<file path="src/rtl/oversample_multichannel.sv">
// oversample_multichannel
// Multi-channel oversampling decimator. Each channel accumulates 4^k conversions.
// When a block completes, the rounded (SAMPLE_W+k)-bit mean-times-2^k is emitted.
// The result is left-aligned to SAMPLE_W+MAX_K bits, so downstream scaling
// does not depend on k. Changing k drops every partial block.
module oversample_multichannel #(
  parameter  int SAMPLE_W = 12,
  parameter  int CHANNELS = 4,
  parameter  int MAX_K    = 4,
  localparam int CH_W     = (CHANNELS > 1) ? $clog2(CHANNELS) : 1,
  localparam int K_W      = $clog2(MAX_K + 1),
  localparam int OUT_W    = SAMPLE_W + MAX_K
) (
  input  logic                clk,
  input  logic                reset,
  input  logic [SAMPLE_W-1:0] sample,
  input  logic                eoc,
  input  logic [CH_W-1:0]     channel,
  input  logic [K_W-1:0]      ratio_sel,
  output logic [OUT_W-1:0]    oversample,
  output logic [CH_W-1:0]     out_channel,
  output logic                done
);

  localparam int ACC_W = SAMPLE_W + 2 * MAX_K;
  localparam int SUM_W = ACC_W + 1;
  localparam int CNT_W = 2 * MAX_K;

  logic [ACC_W-1:0] acc_q [CHANNELS];
  logic [CNT_W-1:0] cnt_q [CHANNELS];
  logic [K_W-1:0]   k_q;
  logic [OUT_W-1:0] oversample_q;
  logic [CH_W-1:0]  outChannel_q;
  logic             done_q;

  logic [K_W-1:0]   kClamp;
  logic             ratioChange;
  logic             chValid;
  logic [CH_W-1:0]  chIdx;
  logic [CNT_W-1:0] cntTarget;
  logic             blockDone;
  logic [SUM_W-1:0] total_d;
  logic [SUM_W-1:0] roundBias;
  logic [SUM_W-1:0] rounded;
  logic [OUT_W-1:0] oversample_d;

  // A full power-of-two channel field can never carry an out-of-range tag
  if (CHANNELS == (1 << CH_W)) begin : gAllValid
    assign chValid = 1'b1;
  end else begin : gPartValid
    assign chValid = (channel < CH_W'(CHANNELS));
  end

  // Decode the requested ratio, the block-end count and the rounded, left-aligned result
  always_comb begin
    kClamp       = (ratio_sel > K_W'(MAX_K)) ? K_W'(MAX_K) : ratio_sel;
    ratioChange  = (kClamp != k_q);
    chIdx        = chValid ? channel : '0;
    cntTarget    = {CNT_W{1'b1}} >> (2 * (MAX_K - int'(k_q)));
    blockDone    = eoc && chValid && (cnt_q[chIdx] == cntTarget);
    total_d      = SUM_W'(acc_q[chIdx]) + SUM_W'(sample);
    roundBias    = (k_q == '0) ? '0 : (SUM_W'(1) << (k_q - K_W'(1)));
    rounded      = (total_d + roundBias) >> k_q;
    oversample_d = OUT_W'(rounded << (MAX_K - int'(k_q)));
  end

  // Per-channel accumulation, block emission, and ratio-change flush (flush beats completion)
  always_ff @(posedge clk) begin
    if (reset) begin
      for (int c = 0; c < CHANNELS; c++) begin
        acc_q[c] <= '0;
        cnt_q[c] <= '0;
      end
      k_q          <= kClamp;
      done_q       <= 1'b0;
      oversample_q <= '0;
      outChannel_q <= '0;
    end else if (ratioChange) begin
      for (int c = 0; c < CHANNELS; c++) begin
        acc_q[c] <= '0;
        cnt_q[c] <= '0;
      end
      k_q    <= kClamp;
      done_q <= 1'b0;
    end else begin
      done_q <= blockDone;
      if (blockDone) begin
        oversample_q  <= oversample_d;
        outChannel_q  <= chIdx;
        acc_q[chIdx]  <= '0;
        cnt_q[chIdx]  <= '0;
      end else if (eoc && chValid) begin
        acc_q[chIdx]  <= acc_q[chIdx] + ACC_W'(sample);
        cnt_q[chIdx]  <= cnt_q[chIdx] + CNT_W'(1);
      end
    end
  end

  assign oversample  = oversample_q;
  assign out_channel = outChannel_q;
  assign done        = done_q;

endmodule

</file>
<file path="config.mk">
export PLATFORM = sky130hd
export DESIGN_NAME = oversample_multichannel
export DESIGN_NICKNAME = d
export VERILOG_FILES = /design/src/rtl/oversample_multichannel.sv
export SDC_FILE = /design/constraint.sdc
export NUM_CORES = 1
export LEC_CHECK = 0
export CORE_UTILIZATION = 40
export DETAILED_ROUTE_END_ITERATION = 12
export PLACE_DENSITY_LB_ADDON = 0.05
export REMOVE_ABC_BUFFERS = 1
export SLEW_MARGIN = 20
export SYNTH_ARGS = -nofsm -noshare
export SYNTH_HDL_FRONTEND = slang
export SYNTH_SLANG_ARGS = --single-unit
</file>
<file path="constraint.sdc">
create_clock -name clk -period 9 [get_ports clk]
set_clock_uncertainty 0.15 [all_clocks]
set_input_delay 2.7 -clock clk [delete_from_list [all_inputs] [get_ports clk]]
set_output_delay 2.7 -clock clk [all_outputs]
set_load 0.01 [all_outputs]
</file>
==> impl_metrics.xml <==
<?xml version="1.0" encoding="UTF-8"?>
<metrics>
  <group name="floorplanning">
    <metric name="floorplan.initialDensity" unit="%">41.1</metric>
    <metric name="fp.dieArea" unit="um^2">21500</metric>
    <metric name="core.rowCount" unit="">52</metric>
    <metric name="count_of_boundary_i_o_pins" unit="">39</metric>
    <metric name="design.core.area" unit="um^2">20400</metric>
    <metric name="die_width" unit="um">147</metric>
    <metric name="die_y" unit="um">147</metric>
  </group>
  <group name="cells_and_area">
    <metric name="layout.cells.most_common" unit="">nor2_1</metric>
    <metric name="design_area" unit="um^2">9550</metric>
    <metric name="stdcell_count" unit="">1100</metric>
    <metric name="synthToLayoutAreaGrowth" unit="%">14.0</metric>
    <metric name="antenna-diode-count" unit="">0</metric>
    <metric name="post-route-util" unit="%">46.9</metric>
    <metric name="final.fill_count" unit="">1888</metric>
    <metric name="layout-drive-gt1-share" unit="%">10.1</metric>
    <metric name="number_of_nets_in_the_finished_design" unit="">881</metric>
    <metric name="mostFrequentLayoutCells" unit="">nor2_1 (154), edfxtp_1 (115), nand2_1 (60)</metric>
  </group>
  <group name="placement">
    <metric name="post_dp_cell_area" unit="um^2">8970</metric>
    <metric name="hpwl" unit="um">15500</metric>
    <metric name="place_congestion" unit="">0.827</metric>
    <metric name="place.detailed.instances" unit="">1068</metric>
    <metric name="placement.setup.worst_slack" unit="ps">1010</metric>
    <metric name="numPortBuffers" unit="">38</metric>
  </group>
  <group name="timing">
    <metric name="fin_worst_hold_slack" unit="ps">307</metric>
    <metric name="unrepaired_setup_endpoints_after_global_routing" unit="">no</metric>
    <metric name="finalCriticalPeriod" unit="ps">7620</metric>
    <metric name="finalHoldViolations" unit="">0</metric>
    <metric name="totalNegativeSetupSlack" unit="ps">0</metric>
    <metric name="worst-slew-pin-transition" unit="ps">1010</metric>
    <metric name="max_slew_headroom_at_the_worst_pin" unit="%">32.4</metric>
    <metric name="maxSlewViolCount" unit="">0</metric>
    <metric name="period_share" unit="%">84.7</metric>
    <metric name="finalWorstSetupSlack" unit="ps">1380</metric>
    <metric name="fmax" unit="GHz">0.131</metric>
    <metric name="finalSetupViolCount" unit="">0</metric>
  </group>
  <group name="synthesis">
    <metric name="synth.yosys.seq_area_share" unit="%">45.8</metric>
    <metric name="syn_inst" unit="">793</metric>
    <metric name="postSynthRegisterBits" unit="">134</metric>
    <metric name="async_flop_share" unit="%">0</metric>
    <metric name="synth_top_cell_area_share" unit="%">41.2</metric>
    <metric name="synth_area_per_cell" unit="um^2">10.6</metric>
    <metric name="yosys.cell_types.count" unit="">78</metric>
    <metric name="cell_taking_the_most_area_after_synthesis" unit="">edfxtp_1</metric>
    <metric name="synthesis.yosys.warnings" unit="">0</metric>
    <metric name="post_synth_instance_area" unit="um^2">8370</metric>
    <metric name="synth_flop_cell" unit="">edfxtp_1</metric>
    <metric name="synth_enable_flop_cells" unit="">115</metric>
    <metric name="most_area_consuming_cells_after_synthesis" unit="">edfxtp_1 (41%), nor2_1 (6.9%), mux4_2 (6.5%)</metric>
  </group>
  <group name="cts">
    <metric name="h-tree-depth" unit="">4</metric>
    <metric name="cts_tree" unit="">yes</metric>
    <metric name="tritoncts.num_buffers" unit="">17</metric>
    <metric name="cts_setup_buffers" unit="">0</metric>
    <metric name="cts_hold_buf" unit="">0</metric>
    <metric name="clk_pin_slew" unit="ps">60</metric>
    <metric name="post_cts_resize_count" unit="">0</metric>
    <metric name="clockBufferDepth" unit="">2</metric>
    <metric name="worst_skew_pair.late_latency" unit="ps">430</metric>
    <metric name="cts_sinks" unit="">134</metric>
    <metric name="root_buffer" unit="">clkbuf_16</metric>
  </group>
  <group name="worst_setup_path">
    <metric name="crit_arrival" unit="ps">7790</metric>
    <metric name="path_class" unit="">input pin to flip-flop</metric>
    <metric name="start_kind" unit="">input pin</metric>
    <metric name="cp.required" unit="ps">9170</metric>
    <metric name="critPathCaptureType" unit="">flip-flop</metric>
    <metric name="worst-path-max-fanout" unit="">22</metric>
  </group>
  <group name="grt">
    <metric name="maximum_number_of_pins_on_one_net_before_global_route_repair" unit="">29</metric>
    <metric name="number_of_global_route_vias_before_repair" unit="">6153</metric>
    <metric name="globalRouteOverflowTotal" unit="">0</metric>
    <metric name="grt_antenna_before_repair" unit="">0</metric>
    <metric name="grt_first_pass_wirelength" unit="um">35600</metric>
    <metric name="global_route_usage_over_all_layers" unit="%">22.1</metric>
  </group>
  <group name="routing">
    <metric name="drc" unit="">0</metric>
    <metric name="detail-route-antenna-nets" unit="">0</metric>
    <metric name="vias_per_cell" unit="">5.70</metric>
    <metric name="dr_total_vias" unit="">6267</metric>
    <metric name="drt-wirelength-per-cell" unit="um">20.6</metric>
    <metric name="drt_iter0_markers" unit="">519</metric>
    <metric name="drt_pre_antenna_iters" unit="">5</metric>
    <metric name="drt_wl_total" unit="um">22600</metric>
  </group>
  <group name="run_status">
    <metric name="run_status" unit="">finished, final reports clean</metric>
  </group>
  <group name="pwr">
    <metric name="p_leak" unit="nW">3.64</metric>
    <metric name="power.total" unit="mW">1.81</metric>
    <metric name="p_per_area" unit="nW/um^2">190</metric>
    <metric name="vdd_drop_max" unit="mV">0.131</metric>
  </group>
  <group name="hold_path">
    <metric name="worstHoldPathType" unit="">flip-flop to flip-flop</metric>
  </group>
  <group name="run">
    <metric name="maxCapViolCount" unit="">0</metric>
  </group>
</metrics>
-- path summary, 6_finish.rpt --
check	start	cells after the start	slack, ps	to
worst max-delay path	channel[1]	13	1380	oversample[14]$_SDFFE_PP0P_
worst min-delay path	oversample[2]$_SDFFE_PP0P_	2	310	oversample[2]$_SDFFE_PP0P_
worst max register to register	k_q[1]$_DFFE_PP_	16	3100	oversample[15]$_SDFFE_PP0P_
worst min register to register	oversample[2]$_SDFFE_PP0P_	2	310	oversample[2]$_SDFFE_PP0P_
-- layer usage --
metal	track usage (%)	up-vias	part of all wire [%]
met5	0	-	0
met4	7.45	0	1.8
met3	2.91	27	3.6
met2	35.5	159	47
met1	30.6	3117	47
li1	-	2964	-
-- area by class of cell --
cell class | count | area [um^2] | share of cell area, %
well taps | 270 | 338 | 3.54
clock inverters | 14 | 150 | 1.57
inverters | 31 | 116 | 1.22
repair buffers | 45 | 428 | 4.48
clock buffers | 18 | 429 | 4.50
flip-flops and latches | 134 | 3830 | 40.2
multi-input cells | 588 | 4250 | 44.5
-- logic make-up after synthesis --
group / share of synthesized area, %
and+or+nand+nor: 18.1
muxes: 9.34
xor gates and xnor gates: 3.87
AOI/OAI and AO/OA: 11.6
DFF: 45.8
buffers and inverters: 3.56
adders and majority gates: 7.74
-- cell usage after synthesis (4+ instances only) --
master	instances
o22ai_1	4
mux4_2	24
inv_1	30
nand3b_1	4
a31oi_1	4
clkbuf_1	28
o21ai_0	17
nand2b_1	13
buf_2	7
a211oi_1	13
nand4_1	8
and3_1	7
xor2_1	17
a21oi_1	37
dfxtp_1	19
o2111ai_1	4
nor2_1	154
nand3_1	22
a21o_1	8
edfxtp_1	115
fa_1	13
nor3b_1	5
xnor2_1	20
o31ai_1	4
nand2_1	64
nor2b_1	6
o211ai_1	10
nor3_1	12
and2_1	6
ha_1	31
mux2i_1	14
-- worst max-delay path: stages --
cell	delay [ps]
clkdlybuf4s50_1	1130
buf_4	450
mux4_2	390
ha_1	230
fa_1	570
a21oi_1	310
a21oi_1	120
a41o_1	210
nor4b_1	730
o22ai_1	180
o31ai_1	370
nor2_1	70
o31a_1	300
-- registers in the layout, indices dropped and copies added, names as in the netlist --
signal,flops
acc_q,80
cnt_q,32
done,1
k_q,3
out_channel,2
oversample,16
-- power by group --
group	internal [mW]	switching, mW
sequential	0.707	0.0140
clock	0.410	0.293
combinational	0.142	0.246
total	1.26	0.553
Note: power is estimated with default switching activity, not from simulation.
